## src/rtl/etc_tile_seq_if.sv

```systemverilog
// rtl/etc_tile_seq_if.sv - job, tile stream, core and result signals of the tile sequencer
interface etc_tile_seq_if #(
    parameter int W  = 16,
    parameter int KW = 8
);
    logic              start;
    logic [1:0]        op_in;
    logic [KW-1:0]     num_k;
    logic              tile_valid;
    logic              tile_ready;
    logic [16*W-1:0]   tile_a;
    logic [16*W-1:0]   tile_b;
    logic [1:0]        core_op;
    logic [16*W-1:0]   core_a;
    logic [16*W-1:0]   core_b;
    logic [16*W-1:0]   core_out;
    logic              res_valid;
    logic              res_ready;
    logic [16*W-1:0]   res_data;
    logic              busy;
    logic              err;

    // sequencer side
    modport master (
        input  start, op_in, num_k, tile_valid, tile_a, tile_b, core_out, res_ready,
        output tile_ready, core_op, core_a, core_b, res_valid, res_data, busy, err
    );

    // fetch logic, tensor core and result consumer side
    modport slave (
        output start, op_in, num_k, tile_valid, tile_a, tile_b, core_out, res_ready,
        input  tile_ready, core_op, core_a, core_b, res_valid, res_data, busy, err
    );
endinterface

```

## src/rtl/etc_tile_seq.sv

```systemverilog
// rtl/etc_tile_seq.sv - feeds k tile pairs to the 4x4 tensor core and reduces its partials
module etc_tile_seq #(
    parameter int W  = 16,
    parameter int KW = 8
) (
    input  logic               clk,
    input  logic               rst,
    etc_tile_seq_if.master     bus
);
    localparam int TW = 16 * W;

    typedef enum logic [1:0] {IDLE, FEED, DRAIN, OUT} state_t;

    state_t          state;
    logic [KW-1:0]   num_k_lat;
    logic [KW-1:0]   issued;
    logic [KW-1:0]   recv;
    logic            v0;
    logic            v1;
    logic [TW-1:0]   acc;
    logic [TW-1:0]   reduced;
    logic [1:0]      core_op_r;
    logic            tile_ready_r;
    logic            res_valid_r;
    logic            busy_r;
    logic            err_r;
    logic            accept;

    assign accept         = bus.tile_valid & tile_ready_r;
    assign bus.tile_ready = tile_ready_r;
    assign bus.res_valid  = res_valid_r;
    assign bus.res_data   = acc;
    assign bus.busy       = busy_r;
    assign bus.err        = err_r;
    assign bus.core_op    = core_op_r;
    // Idle cycles present zero tiles so the core never sees stale operands.
    assign bus.core_a     = accept ? bus.tile_a : '0;
    assign bus.core_b     = accept ? bus.tile_b : '0;

    // Combine the running accumulator with the incoming partial: add for GEMM, unsigned min for APSP.
    always_comb begin
        reduced = '0;
        for (int e = 0; e < 16; e++) begin
            if (core_op_r == 2'd0) begin
                reduced[e*W +: W] = acc[e*W +: W] + bus.core_out[e*W +: W];
            end else if (bus.core_out[e*W +: W] < acc[e*W +: W]) begin
                reduced[e*W +: W] = bus.core_out[e*W +: W];
            end else begin
                reduced[e*W +: W] = acc[e*W +: W];
            end
        end
    end

    // Job FSM, core pipeline tracker and result accumulation.
    always_ff @(posedge clk) begin
        if (rst) begin
            state        <= IDLE;
            num_k_lat    <= '0;
            issued       <= '0;
            recv         <= '0;
            v0           <= 1'b0;
            v1           <= 1'b0;
            acc          <= '0;
            core_op_r    <= 2'd0;
            tile_ready_r <= 1'b0;
            res_valid_r  <= 1'b0;
            busy_r       <= 1'b0;
            err_r        <= 1'b0;
        end else begin
            err_r <= 1'b0;
            // Core output for a tile accepted at edge E is ready to sample at E+2.
            v0    <= accept;
            v1    <= v0;

            case (state)
                IDLE: begin
                    if (bus.start) begin
                        if (bus.num_k != '0) begin
                            num_k_lat    <= bus.num_k;
                            core_op_r    <= bus.op_in;
                            issued       <= '0;
                            recv         <= '0;
                            tile_ready_r <= 1'b1;
                            busy_r       <= 1'b1;
                            state        <= FEED;
                        end else begin
                            err_r <= 1'b1;
                        end
                    end
                end
                FEED: begin
                    if (accept) begin
                        issued <= issued + 1'b1;
                        if (issued + 1'b1 == num_k_lat) begin
                            tile_ready_r <= 1'b0;
                            state        <= DRAIN;
                        end
                    end
                end
                DRAIN: begin
                end
                OUT: begin
                    if (bus.res_ready) begin
                        res_valid_r <= 1'b0;
                        busy_r      <= 1'b0;
                        state       <= IDLE;
                    end
                end
                default: state <= IDLE;
            endcase

            // The final receive always lands after the final accept, so it can safely override the state.
            if (v1 && state != IDLE) begin
                acc  <= (recv == '0) ? bus.core_out : reduced;
                recv <= recv + 1'b1;
                if (recv + 1'b1 == num_k_lat) begin
                    tile_ready_r <= 1'b0;
                    res_valid_r  <= 1'b1;
                    state        <= OUT;
                end
            end
        end
    end
endmodule

```

## src/flat_wrapper.sv

```systemverilog
// flat-port wrapper written by rule: the top's interface ports become plain ports
module etc_tile_seq_flat 
#(
    parameter int W  = 16,
    parameter int KW = 8
)
  (clk, rst, bus_start, bus_op_in, bus_num_k, bus_tile_valid, bus_tile_a, bus_tile_b, bus_core_out, bus_res_ready, bus_tile_ready, bus_core_op, bus_core_a, bus_core_b, bus_res_valid, bus_res_data, bus_busy, bus_err);
  etc_tile_seq_if #(.W(W), .KW(KW)) bus_i ();
  input  logic clk;
  input  logic rst;
  input wire logic [$bits(bus_i.start)-1:0] bus_start;
  input wire logic [$bits(bus_i.op_in)-1:0] bus_op_in;
  input wire logic [$bits(bus_i.num_k)-1:0] bus_num_k;
  input wire logic [$bits(bus_i.tile_valid)-1:0] bus_tile_valid;
  input wire logic [$bits(bus_i.tile_a)-1:0] bus_tile_a;
  input wire logic [$bits(bus_i.tile_b)-1:0] bus_tile_b;
  input wire logic [$bits(bus_i.core_out)-1:0] bus_core_out;
  input wire logic [$bits(bus_i.res_ready)-1:0] bus_res_ready;
  output wire logic [$bits(bus_i.tile_ready)-1:0] bus_tile_ready;
  output wire logic [$bits(bus_i.core_op)-1:0] bus_core_op;
  output wire logic [$bits(bus_i.core_a)-1:0] bus_core_a;
  output wire logic [$bits(bus_i.core_b)-1:0] bus_core_b;
  output wire logic [$bits(bus_i.res_valid)-1:0] bus_res_valid;
  output wire logic [$bits(bus_i.res_data)-1:0] bus_res_data;
  output wire logic [$bits(bus_i.busy)-1:0] bus_busy;
  output wire logic [$bits(bus_i.err)-1:0] bus_err;
  assign bus_i.start = bus_start;
  assign bus_i.op_in = bus_op_in;
  assign bus_i.num_k = bus_num_k;
  assign bus_i.tile_valid = bus_tile_valid;
  assign bus_i.tile_a = bus_tile_a;
  assign bus_i.tile_b = bus_tile_b;
  assign bus_i.core_out = bus_core_out;
  assign bus_i.res_ready = bus_res_ready;
  assign bus_tile_ready = bus_i.tile_ready;
  assign bus_core_op = bus_i.core_op;
  assign bus_core_a = bus_i.core_a;
  assign bus_core_b = bus_i.core_b;
  assign bus_res_valid = bus_i.res_valid;
  assign bus_res_data = bus_i.res_data;
  assign bus_busy = bus_i.busy;
  assign bus_err = bus_i.err;
  etc_tile_seq #(.W(W), .KW(KW)) u_core (.clk(clk), .rst(rst), .bus(bus_i));
endmodule
```

## config.mk

```make
export PLATFORM = sky130hd
export DESIGN_NAME = etc_tile_seq_flat
export DESIGN_NICKNAME = d
export VERILOG_FILES = /design/src/rtl/etc_tile_seq_if.sv /design/src/rtl/etc_tile_seq.sv /design/src/flat_wrapper.sv
export SDC_FILE = /design/constraint.sdc
export NUM_CORES = 2
export LEC_CHECK = 0
export CELL_PAD_IN_SITES_DETAIL_PLACEMENT = 2
export CELL_PAD_IN_SITES_GLOBAL_PLACEMENT = 2
export CORE_AREA = 3 3 610 612
export DETAILED_ROUTE_END_ITERATION = 16
export DIE_AREA = 0 0 613 615
export GPL_ROUTABILITY_DRIVEN = 0
export GPL_TIMING_DRIVEN = 0
export PLACE_DENSITY_LB_ADDON = 0.05
export SETUP_SLACK_MARGIN = 0.3
export SKIP_CTS_REPAIR_TIMING = 1
export SLEW_MARGIN = 20
export SYNTH_ARGS = -nofsm -noshare
export SYNTH_HDL_FRONTEND = slang
export SYNTH_SLANG_ARGS = --single-unit
export TNS_END_PERCENT = 20
```

## constraint.sdc

```tcl
create_clock -name clk -period 4.1 [get_ports clk]
set_input_delay 1.025 -clock clk [delete_from_list [all_inputs] [get_ports clk]]
set_output_delay 1.025 -clock clk [all_outputs]
set_load 0.02 [all_outputs]
```

==> key figures <==
Run status
  • Status: complete, but fails checks
  • Violated checks: setup timing

Timing
  • Final worst-path cycle share: 1.009
  • Final Worst Setup Slack: -35.61 ps
  • Layout Skew: 15.71 ps
  • Final-report hold violation count: 0
  • Slew Limit Fails: 0
  • F_max: 241.8 MHz
  • Setup Total Neg Slack: -66.90 ps
  • Setup violations, final: 3
  • Tightest Pin Transition: 1100 ps
  • Rel. slew slack: 0.2670
  • Final Critical Period: 4136 ps
  • RSZ-0062 raised after global routing: yes

Final layout
  • Final Cell Area: 59130 µm²
  • Layout cells sized above 1: 0.07467
  • Area Growth Syn to Fin: 77.76%
  • Nets@finish: 7492
  • Commonest non-fill, non-tap cell in the layout: clkdlybuf4s50_1
  • Most frequent cells in the layout: 1139 x clkdlybuf4s50_1, 499 x ha_1, 487 x and3_1

Synthesis
  • Mapped Nets: 5844
  • Ys flop type: dfxtp_1
  • FF+latch count, synth: 290
  • Area of the mapped netlist: 33260 µm²
  • EDFF count, synth: 0
  • Post-synthesis cell count: 4546
  • Synth cell types: 87
  • Yosys warnings: 0
  • Syn avg cell area: 7.317 µm²
  • Async S/R FF share, synth: 0
  • Register area share after synthesis: 0.1745

Clock tree
  • H-tree levels: 2
  • Reg clk slew, reported paths: 60 ps
  • CTS root buf: clkbuf_16
  • Deepest clock path buffer count: 3
  • TritonCTS clock tree: done
  • Clock sink count: 290
  • Skew-Pair Late Insertion Delay: 710 ps
  • CTS buffer count: 55

Route
  • Drt total wl: 451400 µm
  • Detailed Route Iter0 Violations: 3011
  • First-pass DRT Iterations: 5
  • Drt via density: 3.930
  • DRC viols: 0
  • Antenna Nets Post-Route: 0
  • Routed via count: 44230
  • WL/cell: 40.11 µm

Worst setup path
  • Slowest cell on crit path: clkdlybuf4s50_1
  • CP Buf/Inv Count: 5
  • Crit path launch type: primary input
  • Critical Path, Cell by Cell: clkbuf_2, buf_12, buf_4, clkbuf_1, and3_1, clkdlybuf4s50_1
  • Delay of the slowest cell on the worst path: 670 ps
  • Crit path DAT: 3110 ps
  • CP required: 3070 ps
  • Worst setup EP type: output port
  • Setup CP Type: in2out
  • Top delay family on crit path: buffers and inverters
  • Worst-path fanout max: 10

GRT
  • First-pass GRT wire length: 560900 µm
  • GRT Total Usage: 0.2320
  • Initial antenna violation count: 437
  • Largest net degree at the start of global routing: 14
  • Gr ovfl total: 0
  • Vias in the first global route: 46110

Floorplan
  • IO Count: 1557
  • Core area: 368000 µm²
  • Starting Density: 0.09038
  • # rows: 223
  • Die ar.: 377000 µm²
  • Die height: 615 µm
  • Die span in x: 613 µm

Run
  • Max Cap Viol: 0

Pwr
  • LEAKAGE: 29.10 nW
  • Peak supply drop: 0.0003198 V
  • PwrDens: 197.4 nW/µm²

Place
  • Placed cell area: 55680 µm²
  • DP HPWL: 399900 µm
  • Port Buffers: 1555

Worst hold path
  • Worst hold path type: reg2reg
==> kinds of logic (layout without fill, tap and decap cells) <==
| group | after synthesis | in the layout | share of synthesized area |
|---|---|---|---|
| flip-flops | 290 | 290 | 0.1745 |
| adder cells (fa/ha/maj) | 515 | 515 | 0.1973 |
| multiplexers | 79 | 79 | 0.02426 |
| AND/OR/NAND/NOR | 1618 | 1618 | 0.2473 |
| AO/OA/AOI/OAI | 1101 | 1101 | 0.2142 |
| other | 0 | 190 | 0 |
| XOR/XNOR | 223 | 223 | 0.05872 |
| buffers and inverters | 720 | 2401 | 0.08370 |
==> sequential cells by signal (all words and copies together), names as in the netlist <==
name                   count
u_core.recv                8
u_core.state               2
u_core.bus.err             1
u_core.v1                  1
u_core.issued              8
u_core.v0                  1
u_core.bus.core_op         2
u_core.bus.res_data      256
u_core.bus.res_valid       1
u_core.bus.busy            1
u_core.num_k_lat           8
u_core.bus.tile_ready      1
==> area by class of cell <==
cell class	count	area, µm²
diodes	190	475.5
plain buffers	263	1400
clock buffers	77	1559
clock inverters	13	146.4
fillers	42700	308900
inverters	457	1715
multi-input cells	3536	24870
flip-flops and latches	290	5807
well taps	4837	6052
repair buffers	1591	17100
==> routing by layer <==
layer / share of wire / track usage / up-vias
li1: - / - / 19360
met1: 0.38 / 0.2637 / 22080
met2: 0.48 / 0.3974 / 2014
met3: 0.10 / 0.09106 / 704
met4: 0.034 / 0.06751 / 74
met5: 0.0010 / 0 / -
==> worst paths after layout <==
| check | start | to | slack (ps) | depth (start not counted) |
|---|---|---|---|---|
| max reg2reg | u_core.recv[4] | u_core.bus.res_data[41] | 500 | 9 |
| max | bus_tile_valid | bus_core_b[192] | -40 | 6 |
| min | u_core.v0 | u_core.v1 | 450 | 1 |
| min reg2reg | u_core.v0 | u_core.v1 | 450 | 1 |
==> through the flow <==
stage	hold WS (ps)	util	total power, W	std cells	setup WS (ps)
after detailed placement	434.2	0.1513	0.006801	10970	-1761
after CTS	448.6	0.1559	0.01204	11060	-1503
after global placement	422.6	0.1491	0.006772	10940	-3235
after floorplan	413.8	-	0.004320	4546	641.8
after global routing	463.7	0.1598	0.01227	11130	-26.89
final	451.9	0.1607	0.01167	11250	-35.61
==> cells in the mapped netlist (9+ instances only) <==
cell         n  area (µm²)
nor3b_1     14       105.1
nor2_1     473        1775
nand4_1     20       125.1
a21oi_1    380        1902
xor2_1      37       324.1
and3_1     524        3278
and2_1      10       62.56
a21o_1      24       180.2
o21a_1      14       105.1
o211ai_1    37       277.8
a31oi_1     40       250.2
inv_1      456        1712
o22ai_1     19       118.9
a211o_1     89       779.5
dfxtp_1    290        5806
mux2_2      13       146.4
nor3_1      65       325.3
or2_2       11       68.82
a211oi_1    68       510.5
clkbuf_1   223       837.1
a2111oi_0   13       113.9
o41ai_1     14       122.6
xnor2_1    186        1629
o21ai_0    197       986.0
buf_2       24       120.1
nand3_1     39       195.2
o21bai_1    55       412.9
o31ai_1     38       285.3
ha_1       499        6243
nand2_1    270        1013
nand3b_1     9       67.56
nand2b_1    49       306.5
a221oi_1    16       140.1
nor4_1      23       143.9
or3_1       32       200.2
nor2b_1     52       325.3
fa_1        16       320.3
mux2i_1     66       660.6
==> where the power goes <==
| part | leakage, nW | switching, W | internal [W] | total, W |
|---|---|---|---|---|
| sequential | 2.34 | 0.0000462 | 0.00285 | 0.00290 |
| clock | 0.843 | 0.00216 | 0.00279 | 0.00495 |
| combinational | 25.9 | 0.00223 | 0.00159 | 0.00383 |
| total | 29.1 | 0.00444 | 0.00723 | 0.0117 |
No activity file was read; power rests on OpenSTA's default activity.
